$ cat config.mk
export PLATFORM = sky130hd
export DESIGN_NAME = adc_scan_ctrl
export DESIGN_NICKNAME = d
export VERILOG_FILES = /design/src/rtl/adc_scan_ctrl.sv
export SDC_FILE = /design/constraint.sdc
export NUM_CORES = 1
export LEC_CHECK = 0
export ABC_AREA = 1
export CORE_MARGIN = 1.5
export CORE_UTILIZATION = 46
export DETAILED_ROUTE_END_ITERATION = 7
export PLACE_DENSITY_LB_ADDON = 0.15
export RECOVER_POWER = 50
export SLEW_MARGIN = 25
export SYNTH_ARGS = -nofsm -noshare
export SYNTH_HDL_FRONTEND = slang
export SYNTH_SLANG_ARGS = --single-unit
$ cat constraint.sdc
create_clock -name clk -period 3.4 [get_ports clk]
set_input_delay 0.68 -clock clk [delete_from_list [all_inputs] [get_ports clk]]
set_output_delay 0.68 -clock clk [all_outputs]
set_load 0.01 [all_outputs]
$ cat src/rtl/adc_scan_ctrl.sv
// adc_scan_ctrl: SAR sequencer with round-robin/one-shot channel arbitration; define ADC_AVG4_EN for 4x averaging per grant
module adc_scan_ctrl #(
  parameter int NCH = 16,
  parameter int DW = 10,
  parameter int SETTLE_CYC = 8,
  parameter int CMP_CYC = 3
) (
  input  logic           clk,
  input  logic           rstz,
  input  logic           scan_en,
  input  logic [NCH-1:0] ch_mask,
  input  logic           os_req,
  input  logic [3:0]     os_ch,
  output logic           os_ack,
  output logic [NCH-1:0] cmp_sel,
  output logic [DW-1:0]  dac1,
  output logic           dac1_en,
  output logic           ad_rst,
  output logic           ad_hold,
  input  logic           comp_o,
  output logic [DW-1:0]  res_dat,
  output logic [3:0]     res_ch,
  output logic           res_vld,
  output logic           busy
);
  localparam int CMAX = SETTLE_CYC > CMP_CYC ? SETTLE_CYC : CMP_CYC;
  localparam int CW = $clog2(CMAX + 1);
  localparam int BW = $clog2(DW);
  typedef enum logic [2:0] {IDLE, SEL, HOLD, CONV, DONE} state_t;
  state_t state, nxt;
  logic [1:0] sync;
  logic comp_s, is_os, scan_hit, os_ok, arb, grant, abort, cmp_last, conv_end, last_conv;
  logic [3:0] ptr, ch, scan_ch, gch;
  logic [NCH-1:0] dm;
  logic [CW-1:0] cnt;
  logic [BW-1:0] bi;
  logic [DW-1:0] code, trial, code_nxt, res_nxt;
  assign comp_s = sync[1];
  always_comb begin
    dm = NCH'({ch_mask, ch_mask} >> ptr >> 1);
    scan_hit = 1'b0;
    scan_ch = '0;
    for (int k = NCH - 1; k >= 0; k--)
      if (dm[k]) begin
        scan_hit = 1'b1;
        scan_ch = 4'((int'(ptr) + 1 + k) % NCH);
      end
  end
  always_comb begin
    arb = rstz && (state == IDLE || state == DONE);
    os_ok = int'(os_ch) < NCH;
    grant = os_req ? os_ok : scan_en && scan_hit;
    gch = os_req ? os_ch : scan_ch;
    abort = !is_os && !scan_en && (state == SEL || state == HOLD || state == CONV);
    cmp_last = state == CONV && cnt == CW'(CMP_CYC - 1);
    conv_end = cmp_last && bi == '0;
    trial = code | (DW'(1) << bi);
    code_nxt = comp_s ? trial : code;
    nxt = state;
    if (arb) nxt = grant ? SEL : IDLE;
    else if (abort) nxt = IDLE;
    else if (state == SEL) nxt = cnt == CW'(SETTLE_CYC - 1) ? HOLD : SEL;
    else if (state == HOLD) nxt = CONV;
    else if (conv_end) nxt = last_conv ? DONE : HOLD;
  end
  always_ff @(posedge clk) state <= !rstz ? IDLE : nxt;
  always_ff @(posedge clk) begin
    if (!rstz) begin
      sync <= '0;
      ptr <= '0;
      ch <= '0;
      is_os <= 1'b0;
      cnt <= '0;
      bi <= '0;
      code <= '0;
      res_dat <= '0;
      res_ch <= '0;
    end else begin
      sync <= {sync[0], comp_o};
      cnt <= (nxt != state || cmp_last) ? '0 : cnt + 1'b1;
      if (arb && grant) begin
        ch <= gch;
        is_os <= os_req;
        code <= '0;
        if (!os_req) ptr <= scan_ch;
      end
      if (state == HOLD) bi <= BW'(DW - 1);
      if (cmp_last) begin
        bi <= bi - 1'b1;
        code <= conv_end && !last_conv ? '0 : code_nxt;
      end
      if (conv_end && last_conv && !abort) begin
        res_dat <= res_nxt;
        res_ch <= ch;
      end
    end
  end
`ifdef ADC_AVG4_EN
  logic [1:0] rep;
  logic [DW+1:0] acc, sum;
  always_comb begin
    last_conv = rep == 2'd3;
    sum = acc + (DW+2)'(code_nxt);
    res_nxt = sum[DW+1:2];
  end
  always_ff @(posedge clk) begin
    if (!rstz || (arb && grant)) begin
      rep <= '0;
      acc <= '0;
    end else if (conv_end) begin
      rep <= rep + 1'b1;
      acc <= sum;
    end
  end
`else
  always_comb begin
    last_conv = 1'b1;
    res_nxt = code_nxt;
  end
`endif
  always_comb begin
    busy = state != IDLE;
    os_ack = arb && os_req;
    res_vld = state == DONE;
    cmp_sel = busy ? NCH'(1) << ch : '0;
    dac1_en = busy;
    ad_rst = state == SEL;
    ad_hold = state == HOLD || state == CONV;
    dac1 = state == CONV ? trial : busy ? code : '0;
  end
endmodule

==> results.md <==
- The sequential cells in the finished layout cover a total of 921 um2.
- The maximum fanout along the worst path is 23.
- Ranked by instance count, the synthesized netlist is headed by sky130_fd_sc_hd__nand2_1 (199), sky130_fd_sc_hd__nand3_1 (112), sky130_fd_sc_hd__inv_1 (89).
- The leading area contributor after synthesis is sky130_fd_sc_hd__dfxtp_1.
- The deepest clock path buffer count is 2.
- The actual transition at the worst max-transition pin is 776 ps.
- The H-tree was split into 2 levels.
- The number of rows in the core area is 34.
- Synthesis inferred 46 register bits.
- The maximum frequency from static timing analysis is 320 MHz.
- Once detail routing completed, the nets flagged for antenna violations numbered 0.
- The sort of element at the end of the critical path is a flop.
- The number of optimization iterations in the first detailed-route pass is 5.
- After detailed routing, the number of remaining DRC violations is 0.
- The clock latency on the worst-skew pair is 300 ps.
- The port buffer count is 70.
- For this configuration, the core starts out at a cell density of 47.6%.
- The final layout net count is 813.
- The worst hold path was traced through 2 stages.
- The number of inserted diodes is 0.
- In the synthesized netlist the dominant register cell turns out to be sky130_fd_sc_hd__dfxtp_1.
- The final worst clock skew is 7.90 ps.
- The layout has 904 filler cells.
- The horizontal extent of the die is 98.2 um.
- The via count of the first global-routing pass is 4290.
- The final layout contains routed wiring with a total length of 12500 um.
- Global routing used 26.0% of the available tracks across all layers.
- The area of the core is 0.00876 mm2.
- The final design instance area without fill is 0.00511 mm2.
- The worst flop-to-flop path startpoint is ptr[0].
- The mux cell area share after synthesis is 0%.
- The post-synthesis to final-layout area growth is 22.4%.
- The post-synthesis async set-or-reset flop share is 0%.
- Entering global routing, the biggest net connects 28 pins.
- The areal power density over the cells is 306 mW/mm2.
- Counting stages on the worst path, the most repeated cell is sky130_fd_sc_hd__nand2_1.
- Setup repair after global routing left no endpoint under its margin.
- The number of buffers and inverters on the critical path is 3.
- The detailed router placed 4820 vias in this run.
- The max capacitance violation total is 0.
- Across all register-to-register paths, the minimum setup slack is 280 ps.
- The family with the most delay on the worst path is simple AND/OR/NAND/NOR gates.
- For hold timing, the worst endpoint is sync[1].
- The final cell count without fillers is 883.
- Averaged over all synthesized cells, the footprint is 5.93 um2.
- The flow ran to the end, and the final reports show no timing, DRC or antenna violations.
- The type of the worst setup path is reg -> reg.
- The number of setup violations in the final report is 0.
- The ratio of final minimum period to clock period is 91.8%.
- Of the cells placed in the final design, the portion with a size suffix greater than 1 is 9.55%.
- The hold violation total from the final report is 0.
- The wire length per cell after detailed routing is 14.2 um.
- Of the post-synthesis cell area, the dominant cell type holds 22.1%.
- The global-route wire length before repair is 21000 um.
- At the end of routability-driven placement, the weighted congestion stood at 1.01.
- The overall power of the completed layout is 0.00156 W.
- The synthesized netlist devotes 2.31% of its cell area to XOR and XNOR gates.
- The net count after synthesis is 743.
- The cell area after technology mapping is 0.00417 mm2.
- The relative slew slack is 48.3%.
- The initial antenna violation count is 0.
- The delay contributed by the slowest stage of the critical path is 480 ps.
- The startpoint identified for the worst hold timing path is sync[0].
- The part of the Yosys area used for sequential elements is 22.1%.
- After synthesis, the largest family of logic cells by area is simple AND/OR/NAND/NOR gates.
- The static power due to leakage is 2.30 nW.
- The vias per cell is 5.46.
- The total number of clock tree sinks is 46.
- In this run, the number of DRC markers left after iteration 0 of detailed routing was 318.
- 71 I/O pins were placed.
- The end of the worst register-to-register path is ptr[3].
- Summing the areas of all and, or, nand and nor instances in the mapped netlist gives 41.7% of the synthesized area.
- The required time of the critical path is 3580 ps.
- The count of flip-flops with a built-in enable after synthesis is 0.
- The number of placed instances, taps included is 875.
- The kind of path behind the tightest hold check is reg -> reg.
- In the final timing run, aggregate negative setup slack is 0 ps.
- The clock tree from TritonCTS is done.
- Summed over all layers, the global routing overflow is 0.
- The worst setup path is launched from a flop.
- The worst hold slack is 420 ps.
- The arrival time at the worst endpoint is 3300 ps.
- The post-synthesis share of cell area spent on full adders, half adders and majority gates is 4.20%.
- Sorting the synthesized cells by area gives the leading types as sky130_fd_sc_hd__dfxtp_1 (22%), sky130_fd_sc_hd__nand2_1 (18%), sky130_fd_sc_hd__nand3_1 (13%).
- The die covers 0.00965 mm2.
- The multi-input gate area in the final layout is 0.00271 mm2.
- The clock root buffer is sky130_fd_sc_hd__clkbuf_8.
- Yosys printed 0 warnings.
- The clock period could shrink to 3120 ps.
- Synthesis instantiated 45 different standard cells from the library.
- Tracing the worst setup path back leads to its startpoint at ptr[0].
- The largest individual stage delay along the critical path comes from the cell sky130_fd_sc_hd__dfxtp_1.
- IR analysis of the VDD net gives a maximum drop of 0.209 mV.
- The placed instances occupy a cell area of 0.00499 mm2.
- The clock transition time at the flip-flop clock pins of the worst setup and hold paths is 90 ps.
- The instance count of the mapped netlist is 704.
- The complex-gate fraction of the synthesized area is 16.6%.
- sky130_fd_sc_hd__nand2_1 is the most common cell in the netlist.
- The number of cells traversed by the worst register-to-register path is 25.
- The floorplan step set the die height to 98.2 um.
- The number of pins exceeding their max-slew limit in the final report was 0.
- The number of buffers added by the clock tree synthesis step is 5.
- The total half-perimeter wirelength after legalization and detailed placement is 9610 um.
- The quantity of hold-fixing buffers added after cts is 0.
[tightest hold or removal path: stages, from the launching register on]
cell and delay (ps):
sky130_fd_sc_hd__dfxtp_1 310, sky130_fd_sc_hd__nand2_1 50, sky130_fd_sc_hd__inv_1 40
[layout make-up]
cell class	instances	share of cell area [%]
Multi-Input combinational cell	531	53.0
Sequential cell	46	18.0
Timing Repair Buffer	91	16.7
Inverter	99	7.37
Tap cell	108	2.65
Clock buffer	5	1.35
Clock inverter	3	0.882
[routing by layer]
metal  up-vias  GRT usage, %  wire (um)
li1       2425             -          -
met1      2162          38.1       5730
met2       219          40.6       5530
met3        14          4.58       1160
met4         0          4.44        129
met5         -             0          0
[layout by cell type (no fill, tap or decap), types with 2 or more instances in the layout]
master	instances
sky130_fd_sc_hd__nor2_2	2
sky130_fd_sc_hd__xor2_1	8
sky130_fd_sc_hd__o22ai_1	10
sky130_fd_sc_hd__a21oi_1	41
sky130_fd_sc_hd__dlygate4sd3_1	24
sky130_fd_sc_hd__nor2_4	2
sky130_fd_sc_hd__nand4_1	3
sky130_fd_sc_hd__o21ai_2	3
sky130_fd_sc_hd__o21ai_1	2
sky130_fd_sc_hd__nor2_1	33
sky130_fd_sc_hd__dfxtp_1	46
sky130_fd_sc_hd__nand3_2	6
sky130_fd_sc_hd__xnor2_1	3
sky130_fd_sc_hd__inv_1	91
sky130_fd_sc_hd__clkinvlp_4	2
sky130_fd_sc_hd__ha_1	13
sky130_fd_sc_hd__buf_4	20
sky130_fd_sc_hd__nand2_2	17
sky130_fd_sc_hd__o21a_1	2
sky130_fd_sc_hd__o21ai_4	3
sky130_fd_sc_hd__clkinv_1	2
sky130_fd_sc_hd__nand2_1	199
sky130_fd_sc_hd__nand3_1	112
sky130_fd_sc_hd__clkbuf_8	5
sky130_fd_sc_hd__clkdlybuf4s50_1	46
sky130_fd_sc_hd__nor3_1	4
sky130_fd_sc_hd__inv_2	5
sky130_fd_sc_hd__a31oi_1	2
sky130_fd_sc_hd__o21ai_0	53
[cell families (layout without fill, tap and decap cells)]
family | count (synthesis) | after routing
simple gates | 384 | 384
buf+inv | 127 | 198
compound gates | 122 | 122
flops | 46 | 46
fa+ha+maj | 14 | 14
xor+xnor | 11 | 11
[report_power, final]
group / switching (W) / internal [W]
registers: 0.0000121 / 0.000550
logic: 0.000377 / 0.000209
clock network: 0.000197 / 0.000219
[flip-flops by register name, summed over array words and instances (netlist names)]
name and count:
cnt 4, ptr 4, bi 4, sync 2, res_ch 4, ch 4, code 10, is_os 1
res_dat 10, state 3
[worst max path at each step]
stage,endpoint,slack (ps),depth (start not counted)
finish,ptr[3],280,25
global route,ptr[3],10,25
floorplan,ch[3],760,27
CTS,ptr[3],240,25
detailed placement,ptr[1],170,22
global placement,cnt[2],140,16
[through the flow]
step	setup WS, ps	util, %
CTS	237	58.3
finish	278	58.3
floorplan	758	-
global placement	144	57.0
global route	12.1	58.3
detailed placement	172	57.0
[timing repair]
| action | in CTS | in global routing |
|---|---|---|
| endpoints found under the setup margin | 0 | 2 |
| resized for setup | 0 | 1 |
| buffers inserted | 0 | 0 |
No activity file was read; power rests on OpenSTA's default activity.
